==> config.mk <==
export PLATFORM = sky130hd
export DESIGN_NAME = uart_tx
export DESIGN_NICKNAME = d
export VERILOG_FILES = /design/src/rtl/uart_tx.sv
export SDC_FILE = /design/constraint.sdc
export NUM_CORES = 1
export LEC_CHECK = 0
export ABC_AREA = 0
export BUFFER_PORTS_ARGS = -buffer_cell sky130_fd_sc_hd__buf_2
export CAP_MARGIN = 0
export CORE_MARGIN = 1.5
export CORE_UTILIZATION = 27
export CTS_CLUSTER_DIAMETER = 100
export DETAILED_ROUTE_END_ITERATION = 10
export PLACE_DENSITY = 0.5
export SYNTH_ARGS = -nofsm -noshare
export SYNTH_HDL_FRONTEND = slang
export SYNTH_SLANG_ARGS = --single-unit
==> constraint.sdc <==
create_clock -name i_clock -period 2.24 [get_ports i_clock]
set_input_delay 0.224 -clock i_clock [delete_from_list [all_inputs] [get_ports i_clock]]
set_output_delay 0.224 -clock i_clock [all_outputs]
set_load 0.01 [all_outputs]
==> src/rtl/uart_tx.sv <==
// UART transmitter: serialises one byte per accepted request, LSB first,
// with optional parity and 1 or 2 stop bits.
//
// Parameters:
//   CLKS_PER_BIT  clocks per bit period (>= 2)
//   PARITY        0 none, 1 odd, 2 even
//   STOP_BITS     1 or 2
// Ports:
//   i_clock      system clock, rising edge
//   i_reset      synchronous active-high reset
//   i_tx_dv      send request, honoured only while o_tx_ready=1
//   i_tx_byte    byte to send, captured on accept
//   o_tx_ready   idle and able to accept this cycle
//   o_tx_active  high from first start-bit cycle to last stop-bit cycle
//   o_tx_serial  UART line, idle high
//   o_tx_done    one-cycle pulse after the final stop bit
module uart_tx #(
  parameter int CLKS_PER_BIT = 217,
  parameter int PARITY       = 0,
  parameter int STOP_BITS    = 1
) (
  input  logic       i_clock,
  input  logic       i_reset,
  input  logic       i_tx_dv,
  input  logic [7:0] i_tx_byte,
  output logic       o_tx_ready,
  output logic       o_tx_active,
  output logic       o_tx_serial,
  output logic       o_tx_done
);

  localparam int CW = $clog2(CLKS_PER_BIT);
  localparam logic [CW-1:0] CNT_MAX =
    CW'(CLKS_PER_BIT - 1);
  // Index of the last stop bit (0 for one, 1 for two).
  localparam logic STOP_LAST = (STOP_BITS == 2);
  localparam logic HAS_PAR   = (PARITY != 0);
  localparam logic ODD_PAR   = (PARITY == 1);

  typedef enum logic [2:0] {
    IDLE,
    START,
    DATA,
    PAR,
    STOP
  } state_t;

  state_t          state_q, state_d;
  logic [CW-1:0]   cnt_q, cnt_d;
  logic [2:0]      bit_q, bit_d;
  logic            stop_q, stop_d;
  logic [7:0]      shreg_q, shreg_d;
  logic            par_q, par_d;
  logic            serial_q, serial_d;
  logic            active_q, active_d;
  logic            done_q, done_d;
  logic            bit_end;

  assign bit_end = (cnt_q == CNT_MAX);

  always_ff @(posedge i_clock) begin
    if (i_reset) begin
      state_q  <= IDLE;
      cnt_q    <= '0;
      bit_q    <= '0;
      stop_q   <= 1'b0;
      shreg_q  <= '0;
      par_q    <= 1'b0;
      serial_q <= 1'b1;
      active_q <= 1'b0;
      done_q   <= 1'b0;
    end else begin
      state_q  <= state_d;
      cnt_q    <= cnt_d;
      bit_q    <= bit_d;
      stop_q   <= stop_d;
      shreg_q  <= shreg_d;
      par_q    <= par_d;
      serial_q <= serial_d;
      active_q <= active_d;
      done_q   <= done_d;
    end
  end

  always_comb begin
    state_d  = state_q;
    cnt_d    = bit_end ? '0 : cnt_q + CW'(1);
    bit_d    = bit_q;
    stop_d   = stop_q;
    shreg_d  = shreg_q;
    par_d    = par_q;
    serial_d = serial_q;
    active_d = active_q;
    done_d   = 1'b0;

    unique case (state_q)
      IDLE: begin
        cnt_d    = '0;
        serial_d = 1'b1;
        active_d = 1'b0;
        if (i_tx_dv) begin
          state_d  = START;
          shreg_d  = i_tx_byte;
          par_d    = ODD_PAR ? ~^i_tx_byte
                             : ^i_tx_byte;
          bit_d    = '0;
          stop_d   = 1'b0;
          serial_d = 1'b0;
          active_d = 1'b1;
        end
      end
      START: begin
        if (bit_end) begin
          state_d  = DATA;
          serial_d = shreg_q[0];
          shreg_d  = shreg_q >> 1;
          bit_d    = '0;
        end
      end
      DATA: begin
        if (bit_end) begin
          if (bit_q == 3'd7) begin
            state_d  = HAS_PAR ? PAR : STOP;
            serial_d = HAS_PAR ? par_q : 1'b1;
            stop_d   = 1'b0;
          end else begin
            serial_d = shreg_q[0];
            shreg_d  = shreg_q >> 1;
            bit_d    = bit_q + 3'd1;
          end
        end
      end
      PAR: begin
        if (bit_end) begin
          state_d  = STOP;
          serial_d = 1'b1;
          stop_d   = 1'b0;
        end
      end
      STOP: begin
        serial_d = 1'b1;
        if (bit_end) begin
          if (stop_q == STOP_LAST) begin
            state_d  = IDLE;
            active_d = 1'b0;
            done_d   = 1'b1;
          end else begin
            stop_d = 1'b1;
          end
        end
      end
      default: begin
        state_d  = IDLE;
        serial_d = 1'b1;
        active_d = 1'b0;
      end
    endcase
  end

  // Ready is state-derived so it drops while reset is held.
  assign o_tx_ready  = (state_q == IDLE) && !i_reset;
  assign o_tx_active = active_q;
  assign o_tx_serial = serial_q;
  assign o_tx_done   = done_q;

endmodule
# [Word level (Yosys, flattened, before mapping)]
# Cells that the tools add are included.
[word_totals] regBits=26 in_bits=11 out_inout_bits=4 elab_cells=76
[op_classes] add_sub_neg=2 n_eq_ne=14 n_mux=36 bitwise_logic=3 n_reduce_logical=13
[op_table] op="$mux 3" n=11
[op_table] op="$mux 8" n=4
[op_table] op="$pmux 8 s3" n=1
[op_table] op="$ne 2x2->1 const B" n=8
[op_table] op="$mux 1" n=15
[op_table] op="$pmux 3 s5" n=1
[op_table] op="$pmux 3 s3" n=1
[op_table] op="$reduce_or 3->1" n=3
[op_table] op="$add 8x1->8 const B" n=1
[op_table] op="$eq 8x8->1 const B" n=1
[op_table] op="$pmux 1 s4" n=2
[op_table] op="$reduce_and 7->1" n=1
[op_table] op="$eq 3x2->1 const B" n=2
[op_table] op="$eq 3x3->1 const B" n=2
[op_table] op="$reduce_and 3->1" n=2
[op_table] op="$reduce_and 6->1" n=1
[op_table] op="$reduce_and 5->1" n=1
[op_table] op="$reduce_bool 4->1" n=1
[op_table] op="$add 3x1->3 const B" n=1
[op_table] op="$eq 3x1->1 const B" n=1
[op_table] op="$logic_not 3->1" n=1
[op_table] op="$not 1->1" n=3
[op_table] op="$pmux 1 s3" n=1
[op_table] op="$reduce_bool 3->1" n=1
[op_table] op="other kinds (2)" n=2

# [Longest topological paths before layout]
[depth] depth_word=4 ltp_mapped=7 depth_no_buf=6

# [Worst setup path before layout]
# Ideal clock, no wire load.
[synth_timing] path_type="reg-to-reg" from="register bit_q[0]" to="register shreg_q[0]" setup_time_ns=0.070 t_arrival_ns=1.650 t_required_ns=2.170 path_slack_ns=0.520 stages_incl_launch_ff=7 n_path_buf=0 period_less_slack_ns=1.720 path_cell_list="dfxtp_1 > ha_1 > ha_1 > o21a_1 > or4_4 > a21o_4 > o2bb2ai_1"
[synth_via] elab_chain_len=3
[synth_lines] element="from (decl)" line_no="50" source="logic [2:0] bit_q, bit_d;"
[synth_lines] element="from (signal assigned)" line_no="75" source="bit_q <= bit_d;"
[synth_lines] element="$eq 3x3->1" line_no="122" source="if (bit_q == 3'd7) begin"
[synth_lines] element="$ne 2x2->1 (no source line)"
[synth_lines] element="$reduce_and 5->1 (no source line)"
[synth_lines] element="to (signal assigned)" line_no="77" source="shreg_q <= shreg_d;"
[synth_lines] element="to (decl)" line_no="52" source="logic [7:0] shreg_q, shreg_d;"
# Every way passes these cells.
# A chain may end at the register's enable or synchronous reset.

# [Worst setup path after layout]
[layout_timing] from="register cnt_q[0]" to="register cnt_q[6]"
[layout_via] elab_chain_len=2 word_cells_on_any_way=3 classes_between="add/sub: 1; eq/ne: 1; reduce/logical: 1"
[layout_lines] element="from (decl)" line_no="49" source="logic [CW-1:0] cnt_q, cnt_d;"
[layout_lines] element="from (signal assigned)" line_no="74" source="cnt_q <= cnt_d;"
[layout_lines] element="parallel branches: the longest is 2 deep, another holds $add 8x1->8"
# Several ways; the timed one is not identified.

==> results.ini <==
[run_status]
outcome = complete, no violations

[logic_synthesis]
syn-num-nets = 140
yosysWarnings = 0
ys_seq_area_frac = 0.420
syn_area_per_cell_um2 = 9.54
syn_inst = 125
netlist_area_um2 = 1190
ys_types = 38
ys_ff_latch = 25

[sta]
worst_pin_slew_ns = 0.549
maxSlewHeadroom = 0.634
fin_crit_sh = 0.840
whs_ns = 0.218
setup-violations-final = 0
worst_slack_ns = 0.358
tns_ns = 0
finalHoldViolCount = 0
grt_setup_unrepaired = no
max_freq_ghz = 0.531
fin_skew_ns = 0.00329
fin_crit_ns = 1.88
drv_slew = 0

[pwr]
p_leak_nw = 0.519
ir_drop_uv = 188
p_int_mw = 0.636
pwr-share-clk = 0.315
sequentialPowerShare = 0.567
power_frac_comb = 0.119
switchingPower_mw = 0.212
p_per_area_nw_per_um2 = 635
p_sw_frac = 0.250

[worst_hold_path]
hp-class = in -> reg

[clocking]
cts_setup_buffers = 0
cts_sinks = 25
cts-root-buf = clkbuf_8
h-tree-depth = 1
cts_tree = done
holdBufCountCts = 0
clock_path_buffers = 2
worstSkewPairLatency_ns = 0.27
cts_resized = 0
path_clk_slew_ns = 0.09
cts_buffers = 3

[layout]
final_common_cell = dfxtp_1
mostFrequentLayoutCells = 25 x dfxtp_1, 16 x nor2_1, 14 x buf_2, 9 x mux2i_1, 7 x o2bb2ai_1
area_growth_pct = 12.0
instances_no_fill = 187
nets = 153
fillers = 416
drive_above_1_share = 0.168
diodes = 0

[setup_path]
crit_fanout = 9
cp_data_required_time_ns = 2.44
crit_path_end_kind = register
r2r_setup_slack_ns = 0.36
cp_slowest_cell = or2_0
worstPathArrival_ns = 2.08
start_kind = register
critPathKind = reg -> reg
slowest_delay_ns = 0.48
path_cells = inv_1 > ha_1 > nand4b_1 > or2_0 > nand2_1 > nor2_1

[detailed_routing]
postRouteAntennaNets = 0
dr.first_iter.drc_count = 48
vias = 897
viasPerCell = 4.80
drt_first_pass_iters = 4
wl_um = 2330
wl_per_cell_um = 12.4
drcViolationCount = 0

[grt]
grtUsageTotal = 0.104
grt_max_degree = 17
grt_pass1_wl_um = 4040
first_global_vias = 851
antenna_found_initial = 0
grt-ovfl-total = 0

[place]
place_congestion = 0.802
dp.final_hpwl_um = 1670
place_inst = 183
post-place-ws_ns = 0.370
numPortBuffers = 14

[die]
die_h_um = 69.5
initial_core_util = 0.290
coreArea_um2 = 4120
rows = 23
die_area_um2 = 4820
die_x_um = 69.5
ios = 15

[job]
cap_violations = 0

worst max-delay path: cells and delay by family, from the launching register on:
family | cells | cell delay (ns)
adder cells (fa/ha/maj) | 1 | 0.19
buffers and inverters | 1 | 0.07
flip-flops | 1 | 0.42
AND/OR/NAND/NOR | 4 | 1.14
final cells by class:
class                           count  area [µm²]  area share
Clock buffer                        3        41.3      0.0309
Clock inverter                      1        5.00     0.00375
Inverter                            3        11.3     0.00843
Multi-Input combinational cell     90         637       0.477
Sequential cell                    25         500       0.375
Tap cell                           50        62.6      0.0469
Timing Repair Buffer               15        77.6      0.0581
cells by family (layout without fill, tap and decap cells):
group	Yosys count	after routing	share of synthesized area
xor gates and xnor gates	7	7	0.0514
buffers and inverters	10	22	0.0462
muxes	9	9	0.0756
AOI/OAI and AO/OA	21	21	0.151
DFF	25	25	0.420
and+or+nand+nor	49	49	0.214
adders and majority gates	4	4	0.0420
synthesized netlist by cell type:
cell type  count  area, µm²
a22oi_1        1       7.51
a21boi_2       1       11.3
nand3b_1       2       15.0
clkbuf_1       2       7.51
nor3_1         6       30.0
buf_2          2       10.0
mux2i_1        9       90.1
ha_1           4       50.1
o21a_1         1       7.51
a21o_4         1       15.0
a22o_1         1       8.76
dfxtp_1       25        500
and3_1         3       18.8
nand2_1        4       15.0
or3b_1         1       8.76
inv_1          3       11.3
nand3_1        5       25.0
xnor2_1        1       8.76
nor4_1         3       18.8
a21boi_1       1       7.51
or4_4          1       11.3
buf_6          1       11.3
a31oi_1        1       6.26
o22ai_2        1       12.5
nand2b_1       5       31.3
a21oi_1        1       5.00
o21ai_1        1       5.00
o21ba_1        1       10.0
o21ai_0        1       5.00
o32ai_1        1       8.76
or2_0          1       6.26
nand4b_1       1       8.76
nor2b_1        1       6.26
xor2_1         6       52.6
a221oi_1       1       8.76
o2bb2ai_1      7       61.3
nor2_1        16       60.1
buf_4          2       15.0
layer usage:
layer / part of all wire / global-route usage / up-vias
met1: 0.49 / 0.141 / 414
met4: 0.015 / 0.0588 / 0
li1: - / - / 469
met5: 0 / 0 / -
met2: 0.46 / 0.153 / 12
met3: 0.030 / 0.0203 / 2
power by group through the flow:
| stage | clock, mW | combinational, mW | sequential, mW |
|---|---|---|---|
| final | 0.267 | 0.101 | 0.481 |
| after CTS | 0.280 | 0.102 | 0.481 |
| after detailed placement | 0 | 0.102 | 0.491 |
| after floorplan | 0 | 0.0770 | 0.486 |
| after global routing | 0.296 | 0.113 | 0.484 |
| after global placement | 0 | 0.100 | 0.491 |
final timing paths:
kind / start / end / cells after the start
setup / recovery: cnt_q[0]$_SDFF_PP0_ / cnt_q[6]$_SDFF_PP0_ / 6
hold / removal: i_tx_byte[7] / shreg_q[7]$_SDFFE_PP0P_ / 3
setup reg to reg: cnt_q[0]$_SDFF_PP0_ / cnt_q[6]$_SDFF_PP0_ / 6
hold reg to reg: shreg_q[3]$_SDFFE_PP0P_ / shreg_q[3]$_SDFFE_PP0P_ / 1
state kept, by name, summed over array words and instances (netlist names):
signal,cells
o_tx_active,1
shreg_q,8
bit_q,3
state_q,3
o_tx_serial,1
cnt_q,8
o_tx_done,1
through the flow:
step | util | total power, mW | area, µm²
after CTS | 0.324 | 0.863 | 1340
after global routing | 0.324 | 0.893 | 1340
after global placement | 0.313 | 0.591 | 1290
final | 0.324 | 0.848 | 1340
after floorplan | - | 0.563 | 1190
after detailed placement | 0.313 | 0.593 | 1290
No activity file was read; power rests on OpenSTA's default activity.
